<file path="config.mk">
export PLATFORM = sky130hd
export DESIGN_NAME = axil_master_bridge_flat
export DESIGN_NICKNAME = d
export VERILOG_FILES = /design/src/rtl/axil_master_bridge_if.sv /design/src/rtl/axil_master_bridge.sv /design/src/flat_wrapper.sv
export SDC_FILE = /design/constraint.sdc
export NUM_CORES = 1
export LEC_CHECK = 0
export CORE_MARGIN = 2
export CORE_UTILIZATION = 35
export CTS_CLUSTER_DIAMETER = 60
export DETAILED_ROUTE_END_ITERATION = 12
export GPL_TIMING_DRIVEN = 0
export PLACE_DENSITY = 0.73
export SLEW_MARGIN = 30
export SYNTH_ARGS = -nofsm -noshare
export SYNTH_HDL_FRONTEND = slang
export SYNTH_SLANG_ARGS = --single-unit
</file>
<file path="constraint.sdc">
create_clock -name CLK -period 7.95 [get_ports CLK]
set_clock_uncertainty 0.05 [all_clocks]
set_input_delay 1.59 -clock CLK [delete_from_list [all_inputs] [get_ports CLK]]
set_output_delay 1.59 -clock CLK [all_outputs]
set_load 0.01 [all_outputs]
</file>
<file path="src/rtl/axil_master_bridge_if.sv">
`default_nettype none
// +----------------------------------------------------------------------------+
// | axil_master_bridge_if                                                       |
// | Core transaction handshake plus AXI4-Lite master bus for the bridge.        |
// | READ_ERR/WRITE_ERR exist only when AXIL_RESP_ERR_EN is defined.             |
// | Revision: 1.0                                                               |
// +----------------------------------------------------------------------------+
interface axil_master_bridge_if #(
   parameter int ADDR_WIDTH = 32,
   parameter int DATA_WIDTH = 32
);
   localparam int STRB_WIDTH = DATA_WIDTH / 8;

   logic                  START_READ;
   logic                  START_WRITE;
   logic [ADDR_WIDTH-1:0] TRANSACTION_RADDR;
   logic [ADDR_WIDTH-1:0] TRANSACTION_WRADDR;
   logic [DATA_WIDTH-1:0] TRANSACTION_WRDATA;
   logic [STRB_WIDTH-1:0] TRANSACTION_WSTRB;
   logic [DATA_WIDTH-1:0] TRANSACTION_RDATA;
   logic                  DONE_READ;
   logic                  DONE_WRITE;
   logic                  BUSY_READ;
   logic                  BUSY_WRITE;
`ifdef AXIL_RESP_ERR_EN
   logic                  READ_ERR;
   logic                  WRITE_ERR;
`endif

   logic [ADDR_WIDTH-1:0] M_AXI_AWADDR;
   logic [2:0]            M_AXI_AWPROT;
   logic                  M_AXI_AWVALID;
   logic                  M_AXI_AWREADY;
   logic [DATA_WIDTH-1:0] M_AXI_WDATA;
   logic [STRB_WIDTH-1:0] M_AXI_WSTRB;
   logic                  M_AXI_WVALID;
   logic                  M_AXI_WREADY;
   logic [1:0]            M_AXI_BRESP;
   logic                  M_AXI_BVALID;
   logic                  M_AXI_BREADY;
   logic [ADDR_WIDTH-1:0] M_AXI_ARADDR;
   logic [2:0]            M_AXI_ARPROT;
   logic                  M_AXI_ARVALID;
   logic                  M_AXI_ARREADY;
   logic [DATA_WIDTH-1:0] M_AXI_RDATA;
   logic [1:0]            M_AXI_RRESP;
   logic                  M_AXI_RVALID;
   logic                  M_AXI_RREADY;

   // Bridge view: responder to the core, master on the AXI4-Lite bus.
   modport master (
      input  START_READ, START_WRITE, TRANSACTION_RADDR, TRANSACTION_WRADDR,
             TRANSACTION_WRDATA, TRANSACTION_WSTRB,
      output TRANSACTION_RDATA, DONE_READ, DONE_WRITE, BUSY_READ, BUSY_WRITE,
`ifdef AXIL_RESP_ERR_EN
      output READ_ERR, WRITE_ERR,
`endif
      output M_AXI_AWADDR, M_AXI_AWPROT, M_AXI_AWVALID,
      input  M_AXI_AWREADY,
      output M_AXI_WDATA, M_AXI_WSTRB, M_AXI_WVALID,
      input  M_AXI_WREADY,
      input  M_AXI_BRESP, M_AXI_BVALID,
      output M_AXI_BREADY,
      output M_AXI_ARADDR, M_AXI_ARPROT, M_AXI_ARVALID,
      input  M_AXI_ARREADY,
      input  M_AXI_RDATA, M_AXI_RRESP, M_AXI_RVALID,
      output M_AXI_RREADY
   );

   // Environment view: the core plus the interconnect.
   modport slave (
      output START_READ, START_WRITE, TRANSACTION_RADDR, TRANSACTION_WRADDR,
             TRANSACTION_WRDATA, TRANSACTION_WSTRB,
      input  TRANSACTION_RDATA, DONE_READ, DONE_WRITE, BUSY_READ, BUSY_WRITE,
`ifdef AXIL_RESP_ERR_EN
      input  READ_ERR, WRITE_ERR,
`endif
      input  M_AXI_AWADDR, M_AXI_AWPROT, M_AXI_AWVALID,
      output M_AXI_AWREADY,
      input  M_AXI_WDATA, M_AXI_WSTRB, M_AXI_WVALID,
      output M_AXI_WREADY,
      output M_AXI_BRESP, M_AXI_BVALID,
      input  M_AXI_BREADY,
      input  M_AXI_ARADDR, M_AXI_ARPROT, M_AXI_ARVALID,
      output M_AXI_ARREADY,
      output M_AXI_RDATA, M_AXI_RRESP, M_AXI_RVALID,
      input  M_AXI_RREADY
   );
endinterface
`default_nettype wire

</file>
<file path="src/rtl/axil_master_bridge.sv">
`default_nettype none
// +----------------------------------------------------------------------------+
// | axil_master_bridge                                                          |
// | Turns single-beat core START/DONE requests into AXI4-Lite master accesses.  |
// | Optional: AXIL_RESP_ERR_EN adds READ_ERR/WRITE_ERR from RESP[1].            |
// | Revision: 1.0                                                               |
// +----------------------------------------------------------------------------+
module axil_master_bridge #(
   parameter int ADDR_WIDTH = 32,
   parameter int DATA_WIDTH = 32
) (
   input  wire logic            CLK,
   input  wire logic            RST,
   axil_master_bridge_if.master bus
);
   localparam int STRB_WIDTH = DATA_WIDTH / 8;

   typedef enum logic [1:0] {W_IDLE = 2'd0, W_ADDR_DATA = 2'd1, W_RESP = 2'd2} wr_state_t;
   typedef enum logic [1:0] {R_IDLE = 2'd0, R_ADDR = 2'd1, R_DATA = 2'd2} rd_state_t;

   wr_state_t             wr_state_q, wr_state_d;
   logic                  awvalid_q, awvalid_d;
   logic                  wvalid_q, wvalid_d;
   logic                  bready_q, bready_d;
   logic [ADDR_WIDTH-1:0] awaddr_q, awaddr_d;
   logic [DATA_WIDTH-1:0] wdata_q, wdata_d;
   logic [STRB_WIDTH-1:0] wstrb_q, wstrb_d;
   logic                  done_write_q, done_write_d;

   rd_state_t             rd_state_q, rd_state_d;
   logic                  arvalid_q, arvalid_d;
   logic                  rready_q, rready_d;
   logic [ADDR_WIDTH-1:0] araddr_q, araddr_d;
   logic [DATA_WIDTH-1:0] rdata_q, rdata_d;
   logic                  done_read_q, done_read_d;

   logic                  aw_done;
   logic                  w_done;
   logic                  unused_resp;

`ifdef AXIL_RESP_ERR_EN
   logic                  write_err_q, write_err_d;
   logic                  read_err_q, read_err_d;
`endif

   // A channel counts as done once its VALID has already dropped or handshakes now.
   assign aw_done = !awvalid_q || bus.M_AXI_AWREADY;
   assign w_done  = !wvalid_q || bus.M_AXI_WREADY;

   always_comb begin
      wr_state_d   = wr_state_q;
      awvalid_d    = awvalid_q;
      wvalid_d     = wvalid_q;
      bready_d     = bready_q;
      awaddr_d     = awaddr_q;
      wdata_d      = wdata_q;
      wstrb_d      = wstrb_q;
      done_write_d = 1'b0;
`ifdef AXIL_RESP_ERR_EN
      write_err_d  = write_err_q;
`endif
      case (wr_state_q)
         W_IDLE: begin
            if (bus.START_WRITE) begin
               awaddr_d   = bus.TRANSACTION_WRADDR;
               wdata_d    = bus.TRANSACTION_WRDATA;
               wstrb_d    = bus.TRANSACTION_WSTRB;
               awvalid_d  = 1'b1;
               wvalid_d   = 1'b1;
               wr_state_d = W_ADDR_DATA;
            end
         end
         W_ADDR_DATA: begin
            if (awvalid_q && bus.M_AXI_AWREADY) awvalid_d = 1'b0;
            if (wvalid_q && bus.M_AXI_WREADY)   wvalid_d  = 1'b0;
            if (aw_done && w_done) begin
               bready_d   = 1'b1;
               wr_state_d = W_RESP;
            end
         end
         W_RESP: begin
            if (bus.M_AXI_BVALID) begin
               bready_d     = 1'b0;
               done_write_d = 1'b1;
               wr_state_d   = W_IDLE;
`ifdef AXIL_RESP_ERR_EN
               write_err_d  = bus.M_AXI_BRESP[1];
`endif
            end
         end
         default: begin
            awvalid_d  = 1'b0;
            wvalid_d   = 1'b0;
            bready_d   = 1'b0;
            wr_state_d = W_IDLE;
         end
      endcase
   end

   always_comb begin
      rd_state_d  = rd_state_q;
      arvalid_d   = arvalid_q;
      rready_d    = rready_q;
      araddr_d    = araddr_q;
      rdata_d     = rdata_q;
      done_read_d = 1'b0;
`ifdef AXIL_RESP_ERR_EN
      read_err_d  = read_err_q;
`endif
      case (rd_state_q)
         R_IDLE: begin
            if (bus.START_READ) begin
               araddr_d   = bus.TRANSACTION_RADDR;
               arvalid_d  = 1'b1;
               rd_state_d = R_ADDR;
            end
         end
         R_ADDR: begin
            if (bus.M_AXI_ARREADY) begin
               arvalid_d  = 1'b0;
               rready_d   = 1'b1;
               rd_state_d = R_DATA;
            end
         end
         R_DATA: begin
            if (bus.M_AXI_RVALID) begin
               rready_d    = 1'b0;
               rdata_d     = bus.M_AXI_RDATA;
               done_read_d = 1'b1;
               rd_state_d  = R_IDLE;
`ifdef AXIL_RESP_ERR_EN
               read_err_d  = bus.M_AXI_RRESP[1];
`endif
            end
         end
         default: begin
            arvalid_d  = 1'b0;
            rready_d   = 1'b0;
            rd_state_d = R_IDLE;
         end
      endcase
   end

   always_ff @(posedge CLK or posedge RST) begin
      if (RST) begin
         wr_state_q   <= W_IDLE;
         awvalid_q    <= 1'b0;
         wvalid_q     <= 1'b0;
         bready_q     <= 1'b0;
         awaddr_q     <= '0;
         wdata_q      <= '0;
         wstrb_q      <= '0;
         done_write_q <= 1'b0;
         rd_state_q   <= R_IDLE;
         arvalid_q    <= 1'b0;
         rready_q     <= 1'b0;
         araddr_q     <= '0;
         rdata_q      <= '0;
         done_read_q  <= 1'b0;
`ifdef AXIL_RESP_ERR_EN
         write_err_q  <= 1'b0;
         read_err_q   <= 1'b0;
`endif
      end else begin
         wr_state_q   <= wr_state_d;
         awvalid_q    <= awvalid_d;
         wvalid_q     <= wvalid_d;
         bready_q     <= bready_d;
         awaddr_q     <= awaddr_d;
         wdata_q      <= wdata_d;
         wstrb_q      <= wstrb_d;
         done_write_q <= done_write_d;
         rd_state_q   <= rd_state_d;
         arvalid_q    <= arvalid_d;
         rready_q     <= rready_d;
         araddr_q     <= araddr_d;
         rdata_q      <= rdata_d;
         done_read_q  <= done_read_d;
`ifdef AXIL_RESP_ERR_EN
         write_err_q  <= write_err_d;
         read_err_q   <= read_err_d;
`endif
      end
   end

   assign bus.M_AXI_AWADDR      = awaddr_q;
   assign bus.M_AXI_AWPROT      = 3'b000;
   assign bus.M_AXI_AWVALID     = awvalid_q;
   assign bus.M_AXI_WDATA       = wdata_q;
   assign bus.M_AXI_WSTRB       = wstrb_q;
   assign bus.M_AXI_WVALID      = wvalid_q;
   assign bus.M_AXI_BREADY      = bready_q;
   assign bus.M_AXI_ARADDR      = araddr_q;
   assign bus.M_AXI_ARPROT      = 3'b000;
   assign bus.M_AXI_ARVALID     = arvalid_q;
   assign bus.M_AXI_RREADY      = rready_q;
   assign bus.TRANSACTION_RDATA = rdata_q;
   assign bus.DONE_WRITE        = done_write_q;
   assign bus.DONE_READ         = done_read_q;
   // BUSY follows the state register so it falls in the same cycle DONE rises.
   assign bus.BUSY_WRITE        = (wr_state_q != W_IDLE);
   assign bus.BUSY_READ         = (rd_state_q != R_IDLE);

`ifdef AXIL_RESP_ERR_EN
   assign bus.WRITE_ERR = write_err_q;
   assign bus.READ_ERR  = read_err_q;
   assign unused_resp   = bus.M_AXI_BRESP[0] ^ bus.M_AXI_RRESP[0];
`else
   assign unused_resp   = ^{bus.M_AXI_BRESP, bus.M_AXI_RRESP};
`endif
endmodule
`default_nettype wire

</file>
<file path="src/flat_wrapper.sv">
// flat-port wrapper written by rule: the top's interface ports become plain ports
module axil_master_bridge_flat 
#(
   parameter int ADDR_WIDTH = 32,
   parameter int DATA_WIDTH = 32
)
  (CLK, RST, bus_START_READ, bus_START_WRITE, bus_TRANSACTION_RADDR, bus_TRANSACTION_WRADDR, bus_TRANSACTION_WRDATA, bus_TRANSACTION_WSTRB, bus_TRANSACTION_RDATA, bus_DONE_READ, bus_DONE_WRITE, bus_BUSY_READ, bus_BUSY_WRITE, bus_M_AXI_AWADDR, bus_M_AXI_AWPROT, bus_M_AXI_AWVALID, bus_M_AXI_AWREADY, bus_M_AXI_WDATA, bus_M_AXI_WSTRB, bus_M_AXI_WVALID, bus_M_AXI_WREADY, bus_M_AXI_BRESP, bus_M_AXI_BVALID, bus_M_AXI_BREADY, bus_M_AXI_ARADDR, bus_M_AXI_ARPROT, bus_M_AXI_ARVALID, bus_M_AXI_ARREADY, bus_M_AXI_RDATA, bus_M_AXI_RRESP, bus_M_AXI_RVALID, bus_M_AXI_RREADY);
  axil_master_bridge_if #(.ADDR_WIDTH(ADDR_WIDTH), .DATA_WIDTH(DATA_WIDTH)) bus_i ();
  input  wire logic CLK;
  input  wire logic RST;
  input wire logic [$bits(bus_i.START_READ)-1:0] bus_START_READ;
  input wire logic [$bits(bus_i.START_WRITE)-1:0] bus_START_WRITE;
  input wire logic [$bits(bus_i.TRANSACTION_RADDR)-1:0] bus_TRANSACTION_RADDR;
  input wire logic [$bits(bus_i.TRANSACTION_WRADDR)-1:0] bus_TRANSACTION_WRADDR;
  input wire logic [$bits(bus_i.TRANSACTION_WRDATA)-1:0] bus_TRANSACTION_WRDATA;
  input wire logic [$bits(bus_i.TRANSACTION_WSTRB)-1:0] bus_TRANSACTION_WSTRB;
  output wire logic [$bits(bus_i.TRANSACTION_RDATA)-1:0] bus_TRANSACTION_RDATA;
  output wire logic [$bits(bus_i.DONE_READ)-1:0] bus_DONE_READ;
  output wire logic [$bits(bus_i.DONE_WRITE)-1:0] bus_DONE_WRITE;
  output wire logic [$bits(bus_i.BUSY_READ)-1:0] bus_BUSY_READ;
  output wire logic [$bits(bus_i.BUSY_WRITE)-1:0] bus_BUSY_WRITE;
  output wire logic [$bits(bus_i.M_AXI_AWADDR)-1:0] bus_M_AXI_AWADDR;
  output wire logic [$bits(bus_i.M_AXI_AWPROT)-1:0] bus_M_AXI_AWPROT;
  output wire logic [$bits(bus_i.M_AXI_AWVALID)-1:0] bus_M_AXI_AWVALID;
  input wire logic [$bits(bus_i.M_AXI_AWREADY)-1:0] bus_M_AXI_AWREADY;
  output wire logic [$bits(bus_i.M_AXI_WDATA)-1:0] bus_M_AXI_WDATA;
  output wire logic [$bits(bus_i.M_AXI_WSTRB)-1:0] bus_M_AXI_WSTRB;
  output wire logic [$bits(bus_i.M_AXI_WVALID)-1:0] bus_M_AXI_WVALID;
  input wire logic [$bits(bus_i.M_AXI_WREADY)-1:0] bus_M_AXI_WREADY;
  input wire logic [$bits(bus_i.M_AXI_BRESP)-1:0] bus_M_AXI_BRESP;
  input wire logic [$bits(bus_i.M_AXI_BVALID)-1:0] bus_M_AXI_BVALID;
  output wire logic [$bits(bus_i.M_AXI_BREADY)-1:0] bus_M_AXI_BREADY;
  output wire logic [$bits(bus_i.M_AXI_ARADDR)-1:0] bus_M_AXI_ARADDR;
  output wire logic [$bits(bus_i.M_AXI_ARPROT)-1:0] bus_M_AXI_ARPROT;
  output wire logic [$bits(bus_i.M_AXI_ARVALID)-1:0] bus_M_AXI_ARVALID;
  input wire logic [$bits(bus_i.M_AXI_ARREADY)-1:0] bus_M_AXI_ARREADY;
  input wire logic [$bits(bus_i.M_AXI_RDATA)-1:0] bus_M_AXI_RDATA;
  input wire logic [$bits(bus_i.M_AXI_RRESP)-1:0] bus_M_AXI_RRESP;
  input wire logic [$bits(bus_i.M_AXI_RVALID)-1:0] bus_M_AXI_RVALID;
  output wire logic [$bits(bus_i.M_AXI_RREADY)-1:0] bus_M_AXI_RREADY;
  assign bus_i.START_READ = bus_START_READ;
  assign bus_i.START_WRITE = bus_START_WRITE;
  assign bus_i.TRANSACTION_RADDR = bus_TRANSACTION_RADDR;
  assign bus_i.TRANSACTION_WRADDR = bus_TRANSACTION_WRADDR;
  assign bus_i.TRANSACTION_WRDATA = bus_TRANSACTION_WRDATA;
  assign bus_i.TRANSACTION_WSTRB = bus_TRANSACTION_WSTRB;
  assign bus_TRANSACTION_RDATA = bus_i.TRANSACTION_RDATA;
  assign bus_DONE_READ = bus_i.DONE_READ;
  assign bus_DONE_WRITE = bus_i.DONE_WRITE;
  assign bus_BUSY_READ = bus_i.BUSY_READ;
  assign bus_BUSY_WRITE = bus_i.BUSY_WRITE;
  assign bus_M_AXI_AWADDR = bus_i.M_AXI_AWADDR;
  assign bus_M_AXI_AWPROT = bus_i.M_AXI_AWPROT;
  assign bus_M_AXI_AWVALID = bus_i.M_AXI_AWVALID;
  assign bus_i.M_AXI_AWREADY = bus_M_AXI_AWREADY;
  assign bus_M_AXI_WDATA = bus_i.M_AXI_WDATA;
  assign bus_M_AXI_WSTRB = bus_i.M_AXI_WSTRB;
  assign bus_M_AXI_WVALID = bus_i.M_AXI_WVALID;
  assign bus_i.M_AXI_WREADY = bus_M_AXI_WREADY;
  assign bus_i.M_AXI_BRESP = bus_M_AXI_BRESP;
  assign bus_i.M_AXI_BVALID = bus_M_AXI_BVALID;
  assign bus_M_AXI_BREADY = bus_i.M_AXI_BREADY;
  assign bus_M_AXI_ARADDR = bus_i.M_AXI_ARADDR;
  assign bus_M_AXI_ARPROT = bus_i.M_AXI_ARPROT;
  assign bus_M_AXI_ARVALID = bus_i.M_AXI_ARVALID;
  assign bus_i.M_AXI_ARREADY = bus_M_AXI_ARREADY;
  assign bus_i.M_AXI_RDATA = bus_M_AXI_RDATA;
  assign bus_i.M_AXI_RRESP = bus_M_AXI_RRESP;
  assign bus_i.M_AXI_RVALID = bus_M_AXI_RVALID;
  assign bus_M_AXI_RREADY = bus_i.M_AXI_RREADY;
  axil_master_bridge #(.ADDR_WIDTH(ADDR_WIDTH), .DATA_WIDTH(DATA_WIDTH)) u_core (.CLK(CLK), .RST(RST), .bus(bus_i));
endmodule
</file>
# ---- Yosys cells after proc, flatten, opt, wreduce, memory -nomap -nowiden
# Index checks and enable logic that the tools add are counted.
dict set report totals {
  regBits 143
  output_inout_bits 147
}
dict set report classes {
  n_eq_ne 12
  n_mux 26
  bitwise 4
  n_reduce_logical 21
}
# operator n
set ops {}
lappend ops {{$reduce_and A3 Y1} 7}
lappend ops {{$pmux W1 S3} 5}
lappend ops {{$mux W1} 13}
lappend ops {{$mux W2} 6}
lappend ops {{$pmux W2 S3} 2}
lappend ops {{$ne A2 B2 Y1 const B} 5}
lappend ops {{$ne A2 B1 Y1 const B} 3}
lappend ops {{$reduce_and A2 Y1} 3}
lappend ops {{$eq A2 B1 Y1 const B} 2}
lappend ops {{$eq A2 B2 Y1 const B} 2}
lappend ops {{$logic_not A2 Y1} 2}
lappend ops {{$not A1 Y1} 4}
lappend ops {{$reduce_bool A2 Y1} 2}
lappend ops {{$logic_and A1 B1 Y1} 3}
lappend ops {{$logic_not A1 Y1} 2}
lappend ops {{$logic_or A1 B1 Y1} 2}

# ---- Logic depth before layout (Yosys ltp)
# Gate-level depths: netlist of run 1.
dict set report depth {
  depth_word 5
  mapped_depth 7
  mapped_depth_nobuf 3
}

# ---- Least setup slack after synthesis of run 1
# OpenSTA, ideal clock, no wires.
dict set report synth_path {
  path_kind {input port to flip-flop}
  startpoint {input bus_START_WRITE}
  endpoint {register u_core.awaddr_q[0], in the netlist u_core.bus.M_AXI_AWADDR[0]}
  setup_time_ns 0.125
  t_arrival_ns 2.531
  required_time_ns 7.775
  slack_ns 5.244
  path_stages 6
  cell_sequence {nor2b_4 > nor2b_4 > buf_6 > buf_6 > buf_12 > mux2_4}
}
dict set report synth_via {
  elab_chain_cells 1
}
# element line
set synth_rtl {}
lappend synth_rtl {{from (decl)} flat_wrapper.sv:12} ;# input wire logic [$bits(bus_i.START_WRITE)-1:0] bus_START_WRITE;
lappend synth_rtl {{$reduce_and A2 Y1 (no line)} n/a}
lappend synth_rtl {{to (signal assigned)} axil_master_bridge.sv:169} ;# awaddr_q <= awaddr_d;
lappend synth_rtl {{to (decl)} axil_master_bridge.sv:25} ;# logic [ADDR_WIDTH-1:0] awaddr_q, awaddr_d;
# No other way between the ends.
# A chain may end at the register's enable or synchronous reset.

# ---- Worst setup path in the final report of run 1
dict set report layout_path {
  startpoint {register u_core.rd_state_q[0]}
  endpoint {output bus_BUSY_READ}
}
dict set report layout_via {
  elab_chain_cells 1
}
# element line
set layout_rtl {}
lappend layout_rtl {{from (decl)} axil_master_bridge.sv:30} ;# rd_state_t rd_state_q, rd_state_d;
lappend layout_rtl {{from (signal assigned)} axil_master_bridge.sv:173} ;# rd_state_q <= rd_state_d;
lappend layout_rtl {{$reduce_bool A2 Y1} axil_master_bridge.sv:202} ;# assign bus.BUSY_READ = (rd_state_q != R_IDLE);
lappend layout_rtl {{to (decl)} flat_wrapper.sv:20} ;# output wire logic [$bits(bus_i.BUSY_READ)-1:0] bus_BUSY_READ;
# No other way between the ends.

==> metrics.md, run 1 <==
| Metric | Value |
|---|---|
| Outcome | `completed` |
| Avg Inst Size Synth | `16.6 um2` |
| Placer Congestion | `0.760` |
| Maxcap violations | `0` |
| Most frequent cell after synthesis | `dfrtp_1` |
| Final nets | `786` |
| Final setup fails | `0` |
| CTS H-tree lvls | `4` |
| Worst hold path class | `flip-flop to flip-flop` |
| GRT overflow | `0` |
| Clock Pin Slew Worst Setup and Hold Paths | `0.06 ns` |
| CTS resizes | `0` |
| Register area share after synthesis | `64.3%` |
| Static leakage | `3.91 nW` |
| Synth top area cells | `dfrtp_1 (64%), mux2_2 (22%), mux2_4 (5.4%), buf_4 (1.3%), buf_6 (1.2%)` |
| Synth area leader | `dfrtp_1` |
| WP data arrival | `1.71 ns` |
| Min Tclk post-route | `3.35 ns` |
| WP data required | `6.31 ns` |
| RSZ-0062 raised after global routing | `false` |
| Post-Syn Instances | `335` |
| Max-slew headroom at the worst pin | `63.2%` |
| Die H | `130 um` |
| Post-route clock period utilization | `42.2%` |
| Vias per std cell | `4.47` |
| Full die area | `16,900 um2` |
| Number of distinct library cells after synthesis | `27` |
| GRT Util Overall | `16.9%` |
| Total number of vias | `3,877` |
| Dpl hpwl | `11,200 um` |
| Antenna diode count | `0` |
| DR pass1 iterations | `4` |
| Wirelength, routed | `14,400 um` |
| Area Overhead vs Synth | `66.4%` |
| Max IR drop VDD | `0.177 mV` |
| Io pins | `292` |
| Post-route DRC | `0` |
| Avg WL per Cell | `16.6 um` |
| Setup tns final | `0 ns` |
| Hold buffers post-CTS | `0` |
| Root Driver | `clkbuf_16` |
| Asr flop ratio synth | `100%` |
| Peak Freq | `298 MHz` |
| Worst Setup End Kind | `output port` |
| Final hold violation count | `0` |
| Detailed Route Iter0 Violations | `81` |
| Layout cells sized above 1 | `29.0%` |
| Vias in the first global route | `4,291` |
| Total power per unit cell area | `404 nW/um2` |
| Max-slew violations | `0` |
| Initial antenna violation count | `0` |
| Worst-Margin Slew | `0.552 ns` |
| First-pass GRT wire length | `21,700 um` |
| Port Buffers | `281` |
| Clock Sinks | `143` |
| Later-pin clock latency in the skew report | `0.41 ns` |
| CTS max path bufs | `2` |
| Seq cells post-synth | `143` |
| CP Class | `flip-flop to output port` |
| Final ANT Viol Nets | `0` |
| Number of core rows | `46` |
| Synth warn | `0` |
| Top FF cell, synth | `dfrtp_1` |
| CTS tree | `done` |
| Most instantiated cells after synthesis | `dfrtp_1 (143), mux2_2 (111), mux2_4 (20), buf_4 (10), nor2_1 (8)` |
| Die width | `130 um` |
| Worst-path fanout max | `9` |
| Mapped cell area | `5560 um2` |
| Initial Util | `35.4%` |
| Largest net degree at the start of global routing | `78` |
| Post-synth EDFFs | `0` |
| Setup Fix Bufs, Post-CTS | `0` |
| Smallest hold slack | `0.440 ns` |
| Post-synth top area share | `64.3%` |
| Critical Path Start Type | `flip-flop` |
| Core Box Area | `15,700 um2` |
| CTS Buf Count | `17` |
==> layout make-up <==
type | count | area [um2]
Sequential cell | 143 | 3580
Clock buffer | 20 | 467
Inverter | 4 | 22.5
Fill cell | 1263 | 6460
Multi-Input combinational cell | 171 | 1780
Timing Repair Buffer | 282 | 2840
Clock inverter | 10 | 88.8
Buffer | 22 | 203
Tap cell | 216 | 270
==> worst max-delay path: stages, from the launching register on <==
cell	delay [ns]
dfrtp_1	0.35
buf_2	0.16
or2_1	0.28
clkdlybuf4s50_1	0.51
==> final timing paths <==
kind	from	end	slack, ns	cells after the start
max in group asynchronous	RST	u_core.bus.M_AXI_AWADDR[3]$_DFFE_PP0P_	5.53	3
hold / removal	u_core.bus.M_AXI_ARADDR[16]$_DFFE_PP0P_	u_core.bus.M_AXI_ARADDR[16]$_DFFE_PP0P_	0.44	1
min in group asynchronous	RST	u_core.bus.TRANSACTION_RDATA[26]$_DFFE_PP0P_	1.59	2
setup reg to reg	u_core.wr_state_q[1]$_DFFE_PP0P_	u_core.bus.M_AXI_WDATA[25]$_DFFE_PP0P_	6.27	7
setup / recovery	u_core.rd_state_q[0]$_DFFE_PP0P_	bus_BUSY_READ	4.60	3
hold reg to reg	u_core.bus.M_AXI_ARADDR[16]$_DFFE_PP0P_	u_core.bus.M_AXI_ARADDR[16]$_DFFE_PP0P_	0.44	1
==> flip-flops by register name (all words and copies together) (netlist names), 2 cells and up <==
register                      flops
u_core.bus.M_AXI_ARADDR          32
u_core.bus.M_AXI_AWADDR          32
u_core.bus.M_AXI_WDATA           32
u_core.bus.M_AXI_WSTRB            4
u_core.bus.TRANSACTION_RDATA     32
u_core.rd_state_q                 2
u_core.wr_state_q                 2
==> per-stage QoR <==
step	setup slack (ns)	cells	cell area, um2	total power (W)	util, %
2_1_floorplan	2.47	340	5580	0.00206	-
3_3_place_gp	0.610	837	8660	0.00297	55.1
3_5_place_dp	4.64	838	8700	0.00303	55.4
4_1_cts	4.56	868	9250	0.00380	58.9
5_1_grt	4.53	868	9250	0.00395	58.9
6_report	4.60	868	9250	0.00374	58.9
==> placed cells by master (no fill, tap or decap), types with 2 or more instances in the layout <==
cell             count
conb_1               6
mux2_1               2
clkinv_4             2
dfrtp_1            143
inv_1                3
mux2_4              20
nand2_1              4
o21ai_0              2
clkdlybuf4s50_1    281
mux2_2             111
clkbuf_8             3
o22ai_1              2
nor2_1               8
buf_12               2
a21oi_1              2
nand2b_1             2
buf_2                4
buf_4               10
clkinv_2             5
clkbuf_16           17
buf_6                6
nor2b_4              2
==> routing by layer <==
metal	wire (um)	up-vias	global-route usage, %
li1	-	1767	-
met2	7790	181	30.6
met3	1460	26	7.50
met1	4820	1903	16.6
met4	325	0	7.72
met5	0	-	0
==> power breakdown <==
| group | internal (W) | leakage (nW) | switching (W) |
|---|---|---|---|
| Combinational | 0.00109 | 1.94 | 0.000606 |
| Clock | 0.000450 | 0.278 | 0.000291 |
| Sequential | 0.00110 | 1.69 | 0.000201 |
| Total | 0.00264 | 3.91 | 0.00110 |
==> cell families (layout without fill, tap and decap cells) <==
kind of cell	after synthesis	in the layout	synth area share, %
compound gates	9	9	1.01
buf+inv	26	338	3.91
flops	143	143	64.3
mux	133	133	28.3
other cells	1	6	0.0674
simple gates	23	23	2.38
No activity file was read; power rests on OpenSTA's default activity.
==> inputs of run 2 (changes only) <==
==> constraint.sdc (replaced) <==
create_clock -name CLK -period 3.2 [get_ports CLK]
set_clock_uncertainty 0.05 [all_clocks]
set_input_delay 0.64 -clock CLK [delete_from_list [all_inputs] [get_ports CLK]]
set_output_delay 0.64 -clock CLK [all_outputs]
set_load 0.01 [all_outputs]
==> metrics.md, run 2 (synthesis results as in run 1) <==
| Metric | Value |
|---|---|
| Final nets | `789 (was 786)` |
| Placer Congestion | `0.739 (was 0.760)` |
| Port Buffers | `281 (unchanged)` |
| Area Overhead vs Synth | `69.4% (was 66.4%)` |
| Fin cells | `871 (was 868)` |
| Final WS setup | `0.806 ns (was 4.60 ns)` |
| Setup Fix Bufs, Post-CTS | `0 (unchanged)` |
| WP data required | `2.51 ns (was 6.31 ns)` |
| Place WS | `0.816 ns (was 4.64 ns)` |
| CTS H-tree lvls | `4 (unchanged)` |
| Avg WL per Cell | `15.8 um (was 16.6 um)` |
| Initial antenna violation count | `0 (unchanged)` |
| Sequential share of power | `33.3% (was 34.8%)` |
| Met3 Wirelength | `1100 um (was 1460 um)` |
| Min Tclk post-route | `2.39 ns` |
| Clock Pin Slew Worst Setup and Hold Paths | `0.06 ns (about the same)` |
| Die width | `130 um (unchanged)` |
| Outcome | `completed (unchanged)` |
| RSZ-0062 raised after global routing | `false (unchanged)` |
| Largest net degree at the start of global routing | `31 (was 78)` |
| CTS resizes | `0 (unchanged)` |
| Total number of vias | `3,837 (was 3,877)` |
| Antenna diode count | `0 (unchanged)` |
| GRT Util Overall | `16.2% (was 16.9%)` |
| Peak Freq | `418 MHz` |
| WL met2 | `7110 um (was 7790 um)` |
| Detailed Route Iter0 Violations | `96 (was 81)` |
| Number of core rows | `46 (unchanged)` |
| Max-slew headroom at the worst pin | `53.6% (was 63.2%)` |
| Die H | `130 um (unchanged)` |
| Post-route clock period utilization | `74.8%` |
| Leading cell type in the layout, fill and taps excluded | `clkdlybuf4s50_1 (unchanged)` |
| Peak per-stage delay on the critical path | `0.51 ns (about the same)` |
| Hold buffers post-CTS | `0 (unchanged)` |
| Static leakage | `3.98 nW (was 3.91 nW)` |
| Source of the critical timing path | `u_core.rd_state_q[0]$_DFFE_PP0P_ (unchanged)` |
| Core Box Area | `15,700 um2 (unchanged)` |
| Hold_sp | `u_core.bus.M_AXI_ARADDR[8]$_DFFE_PP0P_ (was u_core.bus.M_AXI_ARADDR[16]$_DFFE_PP0P_)` |
| Worst-Margin Slew | `0.694 ns (was 0.552 ns)` |
| P_int | `0.00697 W (was 0.00264 W)` |
| Setup tns final | `0 ns (unchanged)` |
| WP data arrival | `1.70 ns (was 1.71 ns)` |
| Vias in the first global route | `4,140 (was 4,291)` |
| Worst hold path class | `flip-flop to flip-flop (unchanged)` |
| Critical Path Start Type | `flip-flop (unchanged)` |
| First-pass GRT wire length | `21,000 um (was 21,700 um)` |
| Final hold violation count | `0 (unchanged)` |
| Slowest-stage cell, CP | `clkdlybuf4s50_1 (unchanged)` |
| Total power per unit cell area | `1030 nW/um2 (was 404 nW/um2)` |
| Commonest cells after routing, fill and taps aside | `clkdlybuf4s50_1 (281), dfrtp_1 (143), mux2_2 (111) (unchanged)` |
| Root Driver | `clkbuf_16 (unchanged)` |
| Crit path cell chain | `buf_2 > or2_1 > clkdlybuf4s50_1 (unchanged)` |
| Sw frac | `27.9% (was 29.3%)` |
| Switching power | `0.00270 W (was 0.00110 W)` |
| Power, Total | `0.00968 W (was 0.00374 W)` |
| Vias per std cell | `4.41 (was 4.47)` |
| Full die area | `16,900 um2 (unchanged)` |
| CTS Buf Count | `17 (unchanged)` |
| Initial Util | `35.4% (unchanged)` |
| Clock share of power | `23.2% (was 19.8%)` |
| Worst-path fanout max | `9 (unchanged)` |
| GRT overflow | `0 (unchanged)` |
| CTS max path bufs | `2 (unchanged)` |
| M1 WL | `5270 um (was 4820 um)` |
| CTS tree | `done (unchanged)` |
| Reg2reg start | `u_core.rd_state_q[0]$_DFFE_PP0P_ (was u_core.wr_state_q[1]$_DFFE_PP0P_)` |
| Later-pin clock latency in the skew report | `0.41 ns (about the same)` |
| Clock Sinks | `143 (unchanged)` |
| Dpl hpwl | `10,600 um (was 11,200 um)` |
| Inst Count DP | `841 (was 838)` |
| Uppermost routed layer | `met4 (unchanged)` |
| DR pass1 iterations | `4 (unchanged)` |
| Combinational share of power | `43.5% (was 45.4%)` |
| CP Class | `flip-flop to output port (unchanged)` |
| Io pins | `292 (unchanged)` |
| Worst Setup End Kind | `output port (unchanged)` |
| Final ANT Viol Nets | `0 (unchanged)` |
| Final setup fails | `0 (unchanged)` |
| Post-route DRC | `0 (unchanged)` |
| Max-slew violations | `0 (unchanged)` |
| Maxcap violations | `0 (unchanged)` |
| Layout cells sized above 1 | `29.2% (was 29.0%)` |
| Max IR drop VDD | `0.447 mV (was 0.177 mV)` |
| Wirelength, routed | `13,800 um (was 14,400 um)` |
| Smallest hold slack | `0.442 ns (was 0.440 ns)` |
run 2: path summary, 6_finish.rpt:
check                      depth (start not counted)  slack [ns]                                      endpoint
setup / recovery                                   3        0.81                                 bus_BUSY_READ
hold / removal                                     1        0.44        u_core.bus.M_AXI_ARADDR[8]$_DFFE_PP0P_
setup reg to reg                                   5        1.51       u_core.bus.M_AXI_ARADDR[28]$_DFFE_PP0P_
hold reg to reg                                    1        0.44        u_core.bus.M_AXI_ARADDR[8]$_DFFE_PP0P_
max in group asynchronous                          5        1.44        u_core.bus.M_AXI_WDATA[20]$_DFFE_PP0P_
min in group asynchronous                          2        0.63  u_core.bus.TRANSACTION_RDATA[20]$_DFFE_PP0P_
run 2: layout make-up:
| type | count | area [um2] |
|---|---|---|
| buffer | 22 | 203 |
| clock buffer | 21 | 470 |
| clock inverter | 9 | 206 |
| fill | 1214 | 6290 |
| inverter | 4 | 18.8 |
| multi-input combinational | 171 | 1780 |
| sequential | 143 | 3580 |
| tap | 216 | 270 |
| timing repair buffer | 285 | 2890 |
run 2: worst max-delay path: cells and delay by family (launching register included):
| family | cells | cell delay, ns |
|---|---|---|
| buffers and inverters | 2 | 0.67 |
| DFF | 1 | 0.35 |
| and+or+nand+nor | 1 | 0.28 |
run 2: per-layer routing:
| layer | vias up | global-route usage, % |
|---|---|---|
| met5 | - | 0 |
| met4 | 0 | 7.40 |
| met3 | 20 | 5.49 |
| met2 | 161 | 28.4 |
| met1 | 1884 | 17.9 |
| li1 | 1772 | - |
run 2: power by group through the flow:
stage               sequential, W  clock [W]  combinational [W]
CTS                       0.00323    0.00230            0.00428
detailed placement        0.00325          0            0.00426
global placement          0.00320          0            0.00417
finish                    0.00322    0.00224            0.00421
global route              0.00334    0.00239            0.00448
floorplan                 0.00363          0            0.00148
run 2: through the flow:
| step | util, % | cell area [um2] |
|---|---|---|
| floorplan | - | 5580 |
| finish | 60.0 | 9420 |
| global route | 60.0 | 9420 |
| global placement | 55.2 | 8670 |
| CTS | 60.0 | 9420 |
| detailed placement | 55.7 | 8750 |
